===== src/rtl/cpu_wr_dispatch.sv =====
// Z80 write-cycle dispatcher: detects memory/IO writes, latches address and data,
// issues one-cycle write strobes per target and holds WAIT while slow targets acknowledge.
module cpu_wr_dispatch #(
  parameter int SYNC_STAGES = 2,
  parameter int ACK_TIMEOUT = 255,
  parameter int TMO_W       = 8
) (
  input  logic        clk,
  input  logic        reset,
  input  logic        mreq_n,
  input  logic        iorq_n,
  input  logic        m1_n,
  input  logic        wr_n,
  input  logic [15:0] A,
  input  logic [7:0]  D,
  output logic        wait_n,
  output logic [15:0] wr_addr,
  output logic [7:0]  wr_data,
  output logic        ram_we,
  input  logic        ram_ack,
  output logic        ga_we,
  output logic        crtc_we,
  output logic        romsel_we,
  output logic        pio8255_we,
  output logic        io_we,
  input  logic        io_ack,
  output logic        wr_err
);

  localparam logic [TMO_W-1:0] TMO_LAST = TMO_W'(ACK_TIMEOUT - 1);

  typedef enum logic [1:0] {
    S_IDLE,
    S_STROBE,
    S_ACK,
    S_RELEASE
  } state_t;

  state_t r_state;
  state_t w_state_nxt;

  logic [SYNC_STAGES-1:0] r_mreq_sync;
  logic [SYNC_STAGES-1:0] r_iorq_sync;
  logic [SYNC_STAGES-1:0] r_m1_sync;
  logic [SYNC_STAGES-1:0] r_wr_sync;

  logic             r_wr_prev;
  logic             r_armed;
  logic [1:0]       r_mask;
  logic [TMO_W-1:0] r_tmo;
  logic             r_wait_n;
  logic             r_wr_err;
  logic [15:0]      r_wr_addr;
  logic [7:0]       r_wr_data;
  logic             r_ram_we;
  logic [4:0]       r_io_we;

  logic       w_mreq_s;
  logic       w_iorq_s;
  logic       w_m1_s;
  logic       w_wr_s;
  logic       w_start;
  logic       w_is_mem;
  logic [4:0] w_io_dec;
  logic [4:0] w_io_sel;
  logic [1:0] w_mask_dec;
  logic [1:0] w_mask_nxt;
  logic       w_busy;
  logic       w_done;
  logic       w_abort;

  // The wr_n chain resets low so a write already in progress at reset release
  // cannot look like a fresh falling edge.
  always_ff @(posedge clk or posedge reset) begin
    if (reset) begin
      r_mreq_sync <= '1;
      r_iorq_sync <= '1;
      r_m1_sync   <= '1;
      r_wr_sync   <= '0;
    end else begin
      r_mreq_sync[0] <= mreq_n;
      r_iorq_sync[0] <= iorq_n;
      r_m1_sync[0]   <= m1_n;
      r_wr_sync[0]   <= wr_n;
      for (int i = 1; i < SYNC_STAGES; i++) begin
        r_mreq_sync[i] <= r_mreq_sync[i-1];
        r_iorq_sync[i] <= r_iorq_sync[i-1];
        r_m1_sync[i]   <= r_m1_sync[i-1];
        r_wr_sync[i]   <= r_wr_sync[i-1];
      end
    end
  end

  assign w_mreq_s = r_mreq_sync[SYNC_STAGES-1];
  assign w_iorq_s = r_iorq_sync[SYNC_STAGES-1];
  assign w_m1_s   = r_m1_sync[SYNC_STAGES-1];
  assign w_wr_s   = r_wr_sync[SYNC_STAGES-1];

  always_ff @(posedge clk or posedge reset) begin
    if (reset) begin
      r_wr_prev <= 1'b0;
      r_armed   <= 1'b0;
    end else begin
      r_wr_prev <= w_wr_s;
      if (w_wr_s) begin
        r_armed <= 1'b1;
      end
    end
  end

  // Interrupt acknowledge (IORQ with M1) and contended requests never start a write.
  assign w_start = (r_state == S_IDLE) && r_armed && r_wr_prev && !w_wr_s &&
                   (w_mreq_s ^ w_iorq_s) && (w_iorq_s || w_m1_s);

  assign w_is_mem = !w_mreq_s;

  // IO targets decode from partial address bits: {io, pio, romsel, crtc, ga}
  assign w_io_dec   = {~A[10], ~A[11], ~A[13], ~A[14], ~A[15] & A[14]};
  assign w_io_sel   = w_is_mem ? 5'b0 : w_io_dec;
  assign w_mask_dec = {w_io_sel[4], w_is_mem};

  assign w_busy     = (r_state == S_STROBE) || (r_state == S_ACK);
  assign w_mask_nxt = r_mask & ~{io_ack, ram_ack};
  assign w_done     = w_busy && (w_mask_nxt == 2'b00);
  assign w_abort    = w_busy && !w_done && (r_tmo == TMO_LAST);

  always_ff @(posedge clk or posedge reset) begin
    if (reset) begin
      r_state <= S_IDLE;
    end else begin
      r_state <= w_state_nxt;
    end
  end

  always_comb begin
    w_state_nxt = r_state;
    case (r_state)
      S_IDLE: begin
        if (w_start) begin
          w_state_nxt = S_STROBE;
        end
      end
      S_STROBE, S_ACK: begin
        if (w_done || w_abort) begin
          w_state_nxt = S_RELEASE;
        end else begin
          w_state_nxt = S_ACK;
        end
      end
      S_RELEASE: begin
        if (w_wr_s) begin
          w_state_nxt = S_IDLE;
        end
      end
      default: w_state_nxt = S_IDLE;
    endcase
  end

  // Strobes are registered on the start edge, so they are high only in STROBE.
  always_ff @(posedge clk or posedge reset) begin
    if (reset) begin
      r_ram_we  <= 1'b0;
      r_io_we   <= '0;
      r_wr_addr <= '0;
      r_wr_data <= '0;
    end else begin
      r_ram_we <= 1'b0;
      r_io_we  <= '0;
      if (w_start) begin
        r_ram_we  <= w_is_mem;
        r_io_we   <= w_io_sel;
        r_wr_addr <= A;
        r_wr_data <= D;
      end
    end
  end

  always_ff @(posedge clk or posedge reset) begin
    if (reset) begin
      r_mask   <= '0;
      r_tmo    <= '0;
      r_wait_n <= 1'b1;
      r_wr_err <= 1'b0;
    end else begin
      r_wr_err <= 1'b0;
      if (w_start) begin
        r_mask   <= w_mask_dec;
        r_tmo    <= '0;
        r_wait_n <= (w_mask_dec == 2'b00);
      end else if (w_busy) begin
        r_mask <= w_mask_nxt;
        r_tmo  <= r_tmo + 1'b1;
        if (w_done) begin
          r_wait_n <= 1'b1;
        end else if (w_abort) begin
          r_wait_n <= 1'b1;
          r_wr_err <= 1'b1;
          r_mask   <= '0;
        end
      end
    end
  end

  assign wait_n     = r_wait_n;
  assign wr_err     = r_wr_err;
  assign wr_addr    = r_wr_addr;
  assign wr_data    = r_wr_data;
  assign ram_we     = r_ram_we;
  assign ga_we      = r_io_we[0];
  assign crtc_we    = r_io_we[1];
  assign romsel_we  = r_io_we[2];
  assign pio8255_we = r_io_we[3];
  assign io_we      = r_io_we[4];

endmodule


===== config.mk =====
export PLATFORM = sky130hd
export DESIGN_NAME = cpu_wr_dispatch
export DESIGN_NICKNAME = d
export VERILOG_FILES = /design/src/rtl/cpu_wr_dispatch.sv
export SDC_FILE = /design/constraint.sdc
export NUM_CORES = 1
export LEC_CHECK = 0
export ABC_AREA = 1
export CAP_MARGIN = 20
export CORE_ASPECT_RATIO = 1.1
export CORE_UTILIZATION = 50
export DETAILED_ROUTE_END_ITERATION = 7
export GPL_TIMING_DRIVEN = 1
export HOLD_SLACK_MARGIN = 0.15
export PLACE_DENSITY = 0.94
export SYNTH_ARGS = -nofsm -noshare
export SYNTH_HDL_FRONTEND = slang
export SYNTH_SLANG_ARGS = --single-unit
export TNS_END_PERCENT = 5

===== constraint.sdc =====
create_clock -name clk -period 5.67 [get_ports clk]
set_input_delay 1.701 -clock clk [delete_from_list [all_inputs] [get_ports clk]]
set_output_delay 1.701 -clock clk [all_outputs]
set_load 0.02 [all_outputs]

**After elaboration in Yosys (flattened, before gate mapping)**

Index checks and enable logic that the tools add are counted.

- Flip-flop bits (word level): 54
- Input bits: 32
- Output and inout bits: 32
- Logic and storage cells: 74

- Add/subtract/negate cells: 1
- Equality and inequality tests: 6
- Multiplexer cells: 21
- Bitwise operators: 9
- Reductions and logical operators: 22

Operators with widths:

| cell | number |
|---|---|
| two-way mux 8 bit | 2 |
| two-way mux 2 bit | 6 |
| two-way mux 1 bit | 10 |
| two-way mux 5 bit | 2 |
| adder 8 x 1 -> 8 bit, second input constant | 1 |
| == test 8 bit, second input constant | 1 |
| logical AND 1 bit | 8 |
| zero test 2 bit | 3 |
| one-hot mux 2 bit (3 select lines) | 1 |
| inverter 1 bit | 5 |
| == test 2 bit, second input constant | 2 |
| inequality test 2 bit, second input constant | 2 |
| AND reduction 2 bit | 2 |
| zero test 1 bit | 3 |
| logical OR 1 bit | 3 |
| nonzero test 3 bit | 1 |
| bitwise AND 2 bit | 1 |
| == test 2 x 1 -> 1 bit, second input constant | 1 |
| inverter 2 bit | 1 |
| nonzero test 2 bit | 1 |
| OR reduction 2 bit | 1 |
| bitwise AND 1 bit | 1 |
| bitwise XOR 1 bit | 1 |

**Logic depth before layout (Yosys ltp)**

Gate-level depths: netlist (run 1).

- Depth in word-level cells: 11
- Mapped depth: 9
- Gate-level depth less buffers: 9

**Worst setup path before layout (run 1)**

No wires, ideal clock.

- Path kind: input port to flip-flop
- From: input io_ack
- To: register r_state[0]
- Library setup time: 0.120 ns
- Arrival: 2.179 ns
- Data required time: 5.550 ns
- Setup slack: 3.370 ns
- Cell stages on the path: 7
- Buffers on the path: 0
- Cells stage by stage: inv_1 -> nand2_1 -> nand2_1 -> nand3_1 -> nand2_1 -> o21ai_1 -> nand2_1

- Longest elaborated chain between the ends: 10

Ends and longest elaborated chain:

| what | RTL line | source |
|---|---|---|
| from (decl) | 26 | `input logic io_ack,` |
| inverter 2 bit (*) | 123 | `assign w_mask_nxt = r_mask & ~{io_ack, ram_ack};` |
| bitwise AND 2 bit (*) | 123 |  |
| zero test 2 bit (*) | 124 | `assign w_done = w_busy && (w_mask_nxt == 2'b00);` |
| logical AND 1 bit (*) | 124 |  |
| zero test 1 bit | 125 | `assign w_abort = w_busy && !w_done && (r_tmo == TMO_LAST);` |
| logical AND 1 bit (2 in series) | 125 |  |
| logical OR 1 bit (*) | 144 | `if (w_done \|\| w_abort) begin` |
| two-way mux 1 bit (*) | 144 |  |
| one-hot mux 2 bit (3 select lines) (*) | 137 | `case (r_state)` |
| to (signal assigned) | 131 | `r_state <= w_state_nxt;` |
| to (decl) | 39 | `state_t r_state;` |

Every way passes the cells marked *; elsewhere a longest branch is shown, timed or not.
A chain may end at the register's enable or synchronous reset.

**Worst setup path in the final report (run 1)**

- From: register r_wait_n (netlist: wait_n)
- To: output wait_n

RTL lines:

| what | RTL line | source |
|---|---|---|
| from (decl) | 51 | `logic r_wait_n;` |
| from (signal assigned) | 189 | `r_wait_n <= (w_mask_dec == 2'b00);` |
| to (decl) | 16 | `output logic wait_n,` |

No word-level cell between the ends.

==> results of run 1 <==
[layer usage]
layer  wire [microns]  vias to the layer above  global-route usage
met1             1860                      812               0.263
li1                 -                      839                   -
met5                0                        -                   0
met2             2300                       64               0.378
met3              267                        8              0.0581
met4               76                        0              0.0741
[state kept, by name, summed over array words and instances (netlist names)]
signal       count
r_armed          1
r_io_we          5
r_iorq_sync      2
r_m1_sync        2
r_mask           2
r_mreq_sync      2
r_state          2
r_tmo            8
r_wr_prev        1
r_wr_sync        2
ram_we           1
wait_n           1
wr_addr         16
wr_data          8
wr_err           1
[worst max path at each step]
stage          slack (ns)          to  depth (start not counted)  startpoint
2_1_floorplan        2.67     r_armed                          1       reset
5_1_grt              2.48      wait_n                          1      wait_n
4_1_cts              2.51      wait_n                          1      wait_n
3_3_place_gp         2.66  wr_data[0]                          2       reset
6_report             2.52      wait_n                          1      wait_n
3_5_place_dp         2.62  wr_data[0]                          2       reset
[cells by family (layout without fill, tap and decap cells)]
group | Yosys count | after routing
flops | 54 | 54
fa+ha+maj | 4 | 4
xor+xnor | 1 | 1
simple gates | 131 | 131
buf+inv | 23 | 90
compound gates | 17 | 17
[report_power, final]
part	switching (mW)	internal, mW
logic	0.341	0.290
registers	0.0824	0.521
clock network	0.120	0.0873
total	0.544	0.898
[layout make-up]
| class | instances | area (sq um) |
|---|---|---|
| clock inverters | 2 | 13.8 |
| clock buffers | 6 | 72.6 |
| flip-flops and latches | 54 | 1360 |
| well taps | 52 | 65.1 |
| fillers | 304 | 1120 |
| inverters | 18 | 72.6 |
| multi-input cells | 153 | 698 |
| repair buffers | 64 | 651 |
[per-stage QoR]
step	util	std cells
2_1_floorplan	-	230
6_report	0.723	349
3_5_place_dp	0.697	340
4_1_cts	0.719	348
3_3_place_gp	0.697	340
5_1_grt	0.723	349
[cells in the final DEF, fill, tap and decap left out]
| master | Yosys | final |
|---|---|---|
| sky130_fd_sc_hd__nand3_2 | 1 | 1 |
| sky130_fd_sc_hd__ha_1 | 4 | 4 |
| sky130_fd_sc_hd__clkbuf_8 | 0 | 5 |
| sky130_fd_sc_hd__nor2_2 | 1 | 1 |
| sky130_fd_sc_hd__nand2_4 | 1 | 1 |
| sky130_fd_sc_hd__inv_6 | 1 | 1 |
| sky130_fd_sc_hd__nand3b_1 | 2 | 2 |
| sky130_fd_sc_hd__nor3_1 | 3 | 3 |
| sky130_fd_sc_hd__nand2_2 | 1 | 1 |
| sky130_fd_sc_hd__clkinv_4 | 0 | 1 |
| sky130_fd_sc_hd__xor2_1 | 1 | 1 |
| sky130_fd_sc_hd__a21oi_2 | 1 | 1 |
| sky130_fd_sc_hd__clkbuf_1 | 0 | 1 |
| sky130_fd_sc_hd__inv_2 | 0 | 1 |
| sky130_fd_sc_hd__inv_1 | 17 | 16 |
| sky130_fd_sc_hd__nand3_1 | 7 | 7 |
| sky130_fd_sc_hd__nor3b_1 | 1 | 1 |
| sky130_fd_sc_hd__a21oi_1 | 6 | 6 |
| sky130_fd_sc_hd__buf_12 | 0 | 1 |
| sky130_fd_sc_hd__nor2_4 | 1 | 1 |
| sky130_fd_sc_hd__dfstp_2 | 7 | 7 |
| sky130_fd_sc_hd__or2_2 | 2 | 2 |
| sky130_fd_sc_hd__dfrtp_1 | 47 | 47 |
| sky130_fd_sc_hd__clkinv_2 | 0 | 1 |
| sky130_fd_sc_hd__nor2_1 | 16 | 16 |
| sky130_fd_sc_hd__clkdlybuf4s50_1 | 0 | 63 |
| sky130_fd_sc_hd__o21a_1 | 1 | 1 |
| sky130_fd_sc_hd__o21ai_0 | 7 | 7 |
| sky130_fd_sc_hd__o21ai_1 | 1 | 1 |
| sky130_fd_sc_hd__a31oi_1 | 1 | 1 |
| sky130_fd_sc_hd__nand2_1 | 95 | 95 |
==> key figures, run 1 <==
Yosys
  – Combinational family with the most area after synthesis: simple AND/OR/NAND/NOR gates
  – Simple-Gate Fraction of Synth Area: 0.251
  – Fraction of the mapped netlist area in compound gates: 0.0426
  – Average instance area after synthesis: 9.45 sq um
  – Largest area contributor in the netlist: sky130_fd_sc_hd__dfrtp_1
  – Top-area cell type share of the netlist area: 0.541
  – Number of synthesis warnings: 0
  – Syn Nets: 266
  – Total of flip-flops plus latches after synthesis: 54
  – Mux contribution to synthesized area: 0
  – Sequential element share of the synthesized area: 0.625
  – Number of standard cells after synthesis: 230
  – Async set-or-reset flop fraction in the synthesized netlist: 1.00
  – Primary flip-flop cell chosen by synthesis mapping: sky130_fd_sc_hd__dfrtp_1
  – Xor and xnor fraction of the mapped netlist area: 0.00403
  – Commonest cells in the netlist: sky130_fd_sc_hd__nand2_1 (95), sky130_fd_sc_hd__dfrtp_1 (47), sky130_fd_sc_hd__inv_1 (17)
  – Count of flip-flops with a built-in enable after synthesis: 0
  – Biggest area contributors in the synthesized netlist: sky130_fd_sc_hd__dfrtp_1 (54%), sky130_fd_sc_hd__nand2_1 (16%), sky130_fd_sc_hd__dfstp_2 (8.5%)
  – Number of distinct library cell variants in the gate-level netlist after synthesis: 26
  – Cell area after synthesis: 0.00217 sq mm
  – Count leader, synth: sky130_fd_sc_hd__nand2_1
  – Adder and majority cell fraction of the synthesized area: 0.0230

Floorplan
  – Core Rows: 24
  – Core Area: 0.00405 sq mm
  – Area of the die: 0.00462 sq mm
  – Die Height: 71.2 microns
  – Initial standard-cell utilization of the core: 0.536
  – IO Count: 64
  – Die outline width: 64.9 microns

Min path
  – Number of cells on the worst hold path: 0
  – Worst Hold Launch: r_wr_sync[0]
  – Hold worst-path end: r_wr_sync[1]
  – Hold crit path type: reg -> reg

Critical path
  – CP max stage delay: 0.61 ns
  – Crit path arrival time: 1.44 ns
  – Data required time of the worst path: 3.97 ns
  – Worst path cell trace: clkdlybuf4s50_1
  – Worst reg2reg endpoint: r_mask[1]
  – Cell type of the slowest stage on the worst timing path: sky130_fd_sc_hd__clkdlybuf4s50_1
  – Worst Setup Path Type: reg -> out
  – Worst setup EP type: primary output
  – Setup crit start kind: register
  – CP bufs+invs: 1
  – Slack of the worst reg-to-reg path: 3.84 ns
  – Maximum fanout encountered on the critical timing path: 2
  – Dominant delay contributor by cell family on the critical path: buffers and inverters
  – Worst reg-to-reg path cell count: 9
  – Source of the worst register-to-register timing path: r_state[0]

Placement
  – Instance area at placement: 0.00283 sq mm
  – Port Buffer Count: 63
  – Placement Setup Slack: 2.62 ns
  – Post-detail-place hpwl: 3140 microns
  – GPL Wtd Cong: 0.797

Route
  – Routed vias: 1,723
  – DRC violation count after routing: 0
  – Per-cell via count in the routed design: 4.94
  – Total iterations of the first detailed-routing run: 4
  – Final WL: 4500 microns
  – Remaining number of nets flagged by the antenna check after routing: 0
  – Detailed-route wire length per cell: 12.9 microns
  – Violation count after the first detailed-routing iteration: 83

Clock network
  – Clock root buffer master: sky130_fd_sc_hd__clkbuf_8
  – # Post-CTS Setup Buffers: 0
  – Clock insertion delay at the later pin of the skew report: 0.30 ns
  – Clock Pin Slew Worst Setup and Hold Paths: 0.09 ns
  – Post-CTS sizing: 0
  – Clk buf depth: 2
  – Number of buffers added to fix hold violations after cts: 0
  – Number of clock sinks seen by CTS: 54
  – Inserted Clock Buffers: 5
  – Clock tree from TritonCTS: yes
  – Number of levels the H-tree was split into: 2

Power
  – Standby leakage power: 1.44 nW
  – Overall power of the completed layout: 1.44 mW
  – Highest ir drop seen on vdd: 300 uV
  – Power density cells: 492 mW/mm^2

Global route
  – Congestion Overflow GR: 0
  – Number of antenna violations at the first check in global routing: 0
  – Number of global-route vias before repair: 1,746
  – Total global-route track usage: 0.219
  – Maximum number of pins on one net before global-route repair: 55
  – Wire length of the first global-routing pass: 7620 microns

Timing
  – Worst clock skew on the final layout: 0.00687 ns
  – Max_slew headroom: 0.718
  – Number of hold violations in the final report: 0
  – Number of pins with negative max-slew slack in the final report: 0
  – TNS Setup: 0 ns
  – Tcrit/Tclk final: 0.555
  – Max Fclk: 318 MHz
  – WHS: 0.353 ns
  – Worst Max-Slew Pin Slew: 0.423 ns
  – Worst setup margin: 2.52 ns
  – Setup repair after global routing missed its margin: false
  – Final setup viols: 0
  – Final worst path period need: 3.15 ns

Job
  – Max-cap viol count: 0

Cells and area
  – Share of cells above drive strength 1: 0.0842
  – Area delta synth->final: 34.9%
  – Final #Nets: 332
  – Area of all placed cells without fillers: 0.00293 sq mm
  – Number of diodes added for antenna fixing: 0

Outcome
  – Result of the run: completed
Power figures use the tool's default switching activity.
==> inputs of run 2 (changes only) <==
--- a/config.mk
+++ b/config.mk
@@ -8,11 +8,11 @@
 export ABC_AREA = 1
 export CAP_MARGIN = 20
 export CORE_ASPECT_RATIO = 1.1
-export CORE_UTILIZATION = 50
+export CORE_UTILIZATION = 42
 export DETAILED_ROUTE_END_ITERATION = 7
 export GPL_TIMING_DRIVEN = 1
 export HOLD_SLACK_MARGIN = 0.15
-export PLACE_DENSITY = 0.94
+export PLACE_DENSITY = 0.85
 export SYNTH_ARGS = -nofsm -noshare
 export SYNTH_HDL_FRONTEND = slang
 export SYNTH_SLANG_ARGS = --single-unit
==> constraint.sdc (replaced) <==
create_clock -name clk -period 2.8 [get_ports clk]
set_input_delay 0.84 -clock clk [delete_from_list [all_inputs] [get_ports clk]]
set_output_delay 0.84 -clock clk [all_outputs]
set_load 0.02 [all_outputs]
==> run 2 against run 1 <==
  * Largest power group unchanged
  * Sequential cell count unchanged
  * Design area up 0.38%
  * Register-to-register slack worse by 2.8 ns
  * Clock power up 110%
  * Critical path type unchanged
  * The flow now finishes with violations (DRC)
  * Combinational power up 100%
  * Global-route usage down 5.1 points
  * Largest cell class unchanged
==> key figures, run 2 (synthesized netlist as in run 1, its figures left out) <==
Global route
  – Maximum number of pins on one net before global-route repair: 55
  – Number of global-route vias before repair: 1,651
  – Congestion Overflow GR: 0
  – Total global-route track usage: 0.168
  – Wire length of the first global-routing pass: 7240 microns
  – Number of antenna violations at the first check in global routing: 0

Power
  – Part of the power in the clock network: 0.147
  – Standby leakage power: 1.44 nW
  – Int Pwr: 1.82 mW
  – Highest ir drop seen on vdd: 761 uV
  – Net switching power of the design: 1.09 mW
  – Power share of the sequential group: 0.417
  – Power density cells: 987 mW/mm^2
  – Combinational power share: 0.436
  – Net Sw Frac: 0.375

Timing
  – TNS Setup: 0 ns
  – Tcrit/Tclk final: 0.814
  – Max Fclk: 439 MHz
  – Number of pins with negative max-slew slack in the final report: 0
  – Number of hold violations in the final report: 0
  – Worst Max-Slew Pin Slew: 0.415 ns
  – Final worst path period need: 2.28 ns
  – Final setup viols: 0
  – Max_slew headroom: 0.723
  – Setup repair after global routing missed its margin: false
  – Worst clock skew on the final layout: 0.00665 ns

Cells and area
  – Top library cells by usage in the layout, fill and taps aside: sky130_fd_sc_hd__nand2_1 (95), sky130_fd_sc_hd__clkdlybuf4s50_1 (63), sky130_fd_sc_hd__dfrtp_1 (47)
  – Number of diodes added for antenna fixing: 0
  – Share of cells above drive strength 1: 0.0875
  – Final #Nets: 332
  – Area delta synth->final: 35.4%
  – Most common cell after layout, fill and taps aside: sky130_fd_sc_hd__nand2_1
  – Post-layout util: 0.589
  – Flip-flop count of the largest register after layout: 16
  – Filler cell count in the final layout: 424

Critical path
  – Worst setup EP type: primary output
  – Cell type of the slowest stage on the worst timing path: sky130_fd_sc_hd__clkdlybuf4s50_1
  – Maximum fanout encountered on the critical timing path: 2
  – Crit path arrival time: 1.44 ns
  – Source of the worst register-to-register timing path: r_state[0]
  – Dominant delay contributor by cell family on the critical path: buffers and inverters
  – Slack of the worst reg-to-reg path: 1.04 ns
  – Setup crit start kind: register
  – Data required time of the worst path: 1.96 ns
  – Worst Setup Path Type: reg -> out
  – CP bufs+invs: 1
  – Worst reg2reg endpoint: wait_n
  – Worst path cell trace: clkdlybuf4s50_1
  – Worst reg-to-reg path cell count: 8
  – CP max stage delay: 0.61 ns

Outcome
  – Result of the run: finished with violations
  – Failing checks: DRC

Clock network
  – # Post-CTS Setup Buffers: 0
  – Post-CTS sizing: 0
  – Clock root buffer master: sky130_fd_sc_hd__clkbuf_8
  – Inserted Clock Buffers: 5
  – Number of clock sinks seen by CTS: 54
  – Number of buffers added to fix hold violations after cts: 0
  – Clock Pin Slew Worst Setup and Hold Paths: 0.09 ns
  – Clock insertion delay at the later pin of the skew report: 0.30 ns
  – Clk buf depth: 2
  – Number of levels the H-tree was split into: 2
  – Clock tree from TritonCTS: yes

Route
  – DRC violation count after routing: 10
  – Detailed-route wire length per cell: 11.7 microns
  – Remaining number of nets flagged by the antenna check after routing: 0
  – Total iterations of the first detailed-routing run: 8
  – Final WL: 4160 microns
  – Violation count after the first detailed-routing iteration: 74
  – Per-cell via count in the routed design: 4.85
  – Routed vias: 1,720

Floorplan
  – Die Height: 77.5 microns
  – Area of the die: 0.00547 sq mm
  – Core Rows: 27
  – Die outline width: 70.6 microns
  – IO Count: 64
  – Core Area: 0.00500 sq mm
  – Initial standard-cell utilization of the core: 0.435

Placement
  – Port Buffer Count: 63
  – GPL Wtd Cong: 0.839
  – Post-detail-place hpwl: 2920 microns

Job
  – Max-cap viol count: 0

Min path
  – Hold worst-path end: r_m1_sync[1]
  – Worst Hold Launch: r_m1_sync[0]
  – Hold crit path type: reg -> reg
  – Number of cells on the worst hold path: 0
==> run 2: changes by cell type in the layout (fill, tap and decap cells not counted), sizes merged <==
cell,previous run,this run
clkbuf,6,5
clkinvlp,0,1
==> run 2: how the worst max path moves through the flow <==
stage	from	endpoint	slack (ns)	depth (start not counted)
6_report	wait_n	wait_n	0.52	1
5_1_grt	wait_n	wait_n	0.46	1
4_1_cts	wait_n	wait_n	0.50	1
3_5_place_dp	ram_ack	wait_n	0.79	8
3_3_place_gp	io_ack	r_state[0]	0.82	8
2_1_floorplan	reset	r_armed	0.66	1
==> run 2: worst reg2reg max path, cell delays in order (launching register included) <==
cell and delay (ns):
sky130_fd_sc_hd__dfrtp_1 0.41, sky130_fd_sc_hd__inv_1 0.06, sky130_fd_sc_hd__ha_1 0.23, sky130_fd_sc_hd__nand3_2 0.13
sky130_fd_sc_hd__nor2_4 0.13, sky130_fd_sc_hd__nand2_4 0.26, sky130_fd_sc_hd__inv_6 0.30, sky130_fd_sc_hd__nand3_1 0.11
sky130_fd_sc_hd__nand2_1 0.08
==> run 2: power by group through the flow <==
stage / Combinational, mW / Sequential (mW) / Clock, mW
2_1_floorplan: 0.515 / 1.44 / 0
3_3_place_gp: 1.24 / 1.22 / 0
3_5_place_dp: 1.28 / 1.22 / 0
4_1_cts: 1.28 / 1.21 / 0.441
5_1_grt: 1.39 / 1.25 / 0.474
6_report: 1.27 / 1.21 / 0.427
==> run 2: area by class of cell <==
class	instances	area (sq um)	area share
Clock buffer	5	68.8	0.0234
Sequential cell	54	1360	0.462
Timing Repair Buffer	64	651	0.221
Multi-Input combinational cell	153	698	0.237
Inverter	18	72.6	0.0246
Tap cell	58	72.6	0.0246
Clock inverter	3	21.3	0.00722
==> run 2: per-stage QoR <==
stage,total power [mW],instance area (sq um),std cells,setup slack [ns],hold slack (ns)
2_1_floorplan,1.95,2170,230,0.657,0.331
4_1_cts,2.94,2940,355,0.495,0.363
3_5_place_dp,2.50,2850,347,0.791,0.346
3_3_place_gp,2.46,2850,347,0.822,0.334
5_1_grt,3.12,2940,355,0.463,0.369
6_report,2.91,2940,355,0.520,0.362
==> run 2: layer usage <==
metal | vias up | track usage | part of all wire
li1 | 839 | - | -
met1 | 821 | 0.204 | 0.42
met2 | 52 | 0.284 | 0.49
met3 | 8 | 0.0506 | 0.068
met4 | 0 | 0.0600 | 0.017
met5 | - | 0 | 0
==> inputs of run 3 (changes only) <==
==> constraint.sdc (replaced) <==
create_clock -name clk -period 2 [get_ports clk]
set_input_delay 0.6 -clock clk [delete_from_list [all_inputs] [get_ports clk]]
set_output_delay 0.6 -clock clk [all_outputs]
set_load 0.02 [all_outputs]
==> run 3 against run 2 <==
  * The flow still finishes with violations (DRC)
  * Total power grew 44%
  * Register-to-register slack lost 0.71 ns
  * Global-route usage rose by 1.1 points
  * Core utilization up 0.85 points
  * First-iteration DRC count is 8.1% lower
  * Via count shrank 1.4%
  * Clock power rose by 65%
  * Sequential cell count is the same
==> key figures, run 3 (synthesized netlist as in run 1, its figures left out) <==
Floorplan
  – Core Rows: 27
  – Die outline width: 70.6 microns
  – Initial standard-cell utilization of the core: 0.435
  – IO Count: 64
  – Area of the die: 0.00547 sq mm
  – Die Height: 77.5 microns
  – Core Area: 0.00500 sq mm

Cells and area
  – Flip-flop count of the largest register after layout: 16
  – Most common cell after layout, fill and taps aside: sky130_fd_sc_hd__nand2_1
  – Final cell count without fillers: 357
  – Top library cells by usage in the layout, fill and taps aside: sky130_fd_sc_hd__nand2_1 (95), sky130_fd_sc_hd__clkdlybuf4s50_1 (62), sky130_fd_sc_hd__dfrtp_1 (47)
  – Area delta synth->final: 37.3%
  – Final #Nets: 334
  – Share of cells above drive strength 1: 0.0870
  – Number of diodes added for antenna fixing: 0

Route
  – DRC violation count after routing: 8
  – Detailed-route wire length per cell: 11.9 microns
  – Detailed-routed wire length on met2: 2060 microns
  – Total iterations of the first detailed-routing run: 6
  – Final WL: 4240 microns
  – Uppermost metal layer occupied by signal nets: met4
  – Violation count after the first detailed-routing iteration: 68
  – M1 wire length: 1810 microns
  – Routed vias: 1,696
  – Remaining number of nets flagged by the antenna check after routing: 0
  – Per-cell via count in the routed design: 4.75
  – Met3 wirelength from detailed routing: 258 microns

Critical path
  – Maximum fanout encountered on the critical timing path: 2
  – CP bufs+invs: 1
  – CP max stage delay: 0.65 ns
  – Data required time of the worst path: 1.40 ns
  – Worst setup EP type: primary output
  – Dominant delay contributor by cell family on the critical path: buffers and inverters
  – Setup crit start kind: register
  – Worst path cell trace: clkdlybuf4s50_1
  – Crit path arrival time: 1.31 ns
  – Cell type of the slowest stage on the worst timing path: sky130_fd_sc_hd__clkdlybuf4s50_1
  – Worst Setup Path Type: reg -> out

Power
  – Net switching power of the design: 1.51 mW
  – Power share of the sequential group: 0.406
  – Standby leakage power: 1.46 nW
  – Power density cells: 1400 mW/mm^2
  – Combinational power share: 0.425
  – Int Pwr: 2.67 mW
  – Highest ir drop seen on vdd: 943 uV
  – Part of the power in the clock network: 0.168
  – Net Sw Frac: 0.361

Outcome
  – Failing checks: DRC
  – Result of the run: finished with violations

Timing
  – Worst clock skew on the final layout: 0.00675 ns
  – Final worst path period need: 1.91 ns
  – Number of hold violations in the final report: 0
  – Worst Max-Slew Pin Slew: 0.424 ns
  – Tcrit/Tclk final: 0.956
  – Max_slew headroom: 0.717
  – Final setup viols: 0
  – TNS Setup: 0 ns
  – Number of pins with negative max-slew slack in the final report: 0
  – Max Fclk: 523 MHz
  – Setup repair after global routing missed its margin: false

Placement
  – Post-placement cell count: 349
  – Port Buffer Count: 63
  – Post-detail-place hpwl: 3090 microns
  – GPL Wtd Cong: 0.811

Clock network
  – # Post-CTS Setup Buffers: 0
  – Number of clock sinks seen by CTS: 54
  – Clock insertion delay at the later pin of the skew report: 0.30 ns
  – Clock tree from TritonCTS: yes
  – Inserted Clock Buffers: 5
  – Clk buf depth: 2
  – Clock root buffer master: sky130_fd_sc_hd__clkbuf_8
  – Number of levels the H-tree was split into: 2
  – Clock Pin Slew Worst Setup and Hold Paths: 0.09 ns

Global route
  – Number of global-route vias before repair: 1,733
  – Number of antenna violations at the first check in global routing: 0
  – Wire length of the first global-routing pass: 7650 microns
  – Total global-route track usage: 0.179
  – Maximum number of pins on one net before global-route repair: 29
  – Congestion Overflow GR: 0

Job
  – Max-cap viol count: 0

Min path
  – Hold crit path type: reg -> reg
run 3: cell count changes in the layout (fill, tap and decap cells not counted), sizes merged:
cell           before  now
buf                 1    3
bufinv              0    1
clkbuf              5    7
clkdlybuf4s50      63   62
clkinv              2    0
clkinvlp            1    0
dlygate4sd2         0    1
run 3: path summary, 6_finish.rpt:
path | startpoint | cells after the start | end | slack (ns)
setup / recovery | wr_addr[12] | 1 | wr_addr[12] | 0.09
hold / removal | r_iorq_sync[0] | 0 | r_iorq_sync[1] | 0.36
setup reg to reg | r_state[0] | 8 | r_tmo[7] | 0.33
hold reg to reg | r_iorq_sync[0] | 0 | r_iorq_sync[1] | 0.36
max in group asynchronous | reset | 3 | wr_err | 0.96
min in group asynchronous | reset | 2 | ram_we | 0.61
run 3: what timing repair did:
action,4_1_cts,5_1_grt
gates resized for setup,1,0
endpoints found under the setup margin,1,0
hold buffers,0,0
run 3: cell type report:
type	count	area (sq um)
Tap cell	58	72.6
Inverter	18	72.6
Fill cell	445	2010
Sequential cell	54	1360
Multi-Input combinational cell	153	698
Clock buffer	7	76.3
Clock inverter	1	30.0
Timing Repair Buffer	66	677
run 3: routing by layer:
layer / vias to the layer above / track usage
li1: 843 / -
met1: 792 / 0.218
met2: 51 / 0.302
met3: 10 / 0.0494
met4: 0 / 0.0680
met5: - / 0
run 3: power groups by stage:
stage / Combinational, mW / Clock (mW) / Sequential (mW)
detailed placement: 1.80 / 0 / 1.72
global placement: 1.74 / 0 / 1.71
finish: 1.78 / 0.705 / 1.70
floorplan: 0.721 / 0 / 2.02
CTS: 1.80 / 0.722 / 1.70
global route: 1.98 / 0.769 / 1.75
run 3: per-stage QoR:
step	cell area (sq um)	utilization	setup slack, ns	total power [mW]	hold WS [ns]
after floorplan	2170	-	0.0970	2.74	0.331
after global routing	2990	0.597	0.0254	4.50	0.370
after global placement	2880	0.576	0.248	3.45	0.331
final	2990	0.597	0.0873	4.18	0.358
after CTS	2990	0.597	0.0763	4.23	0.360
after detailed placement	2880	0.576	0.208	3.51	0.340
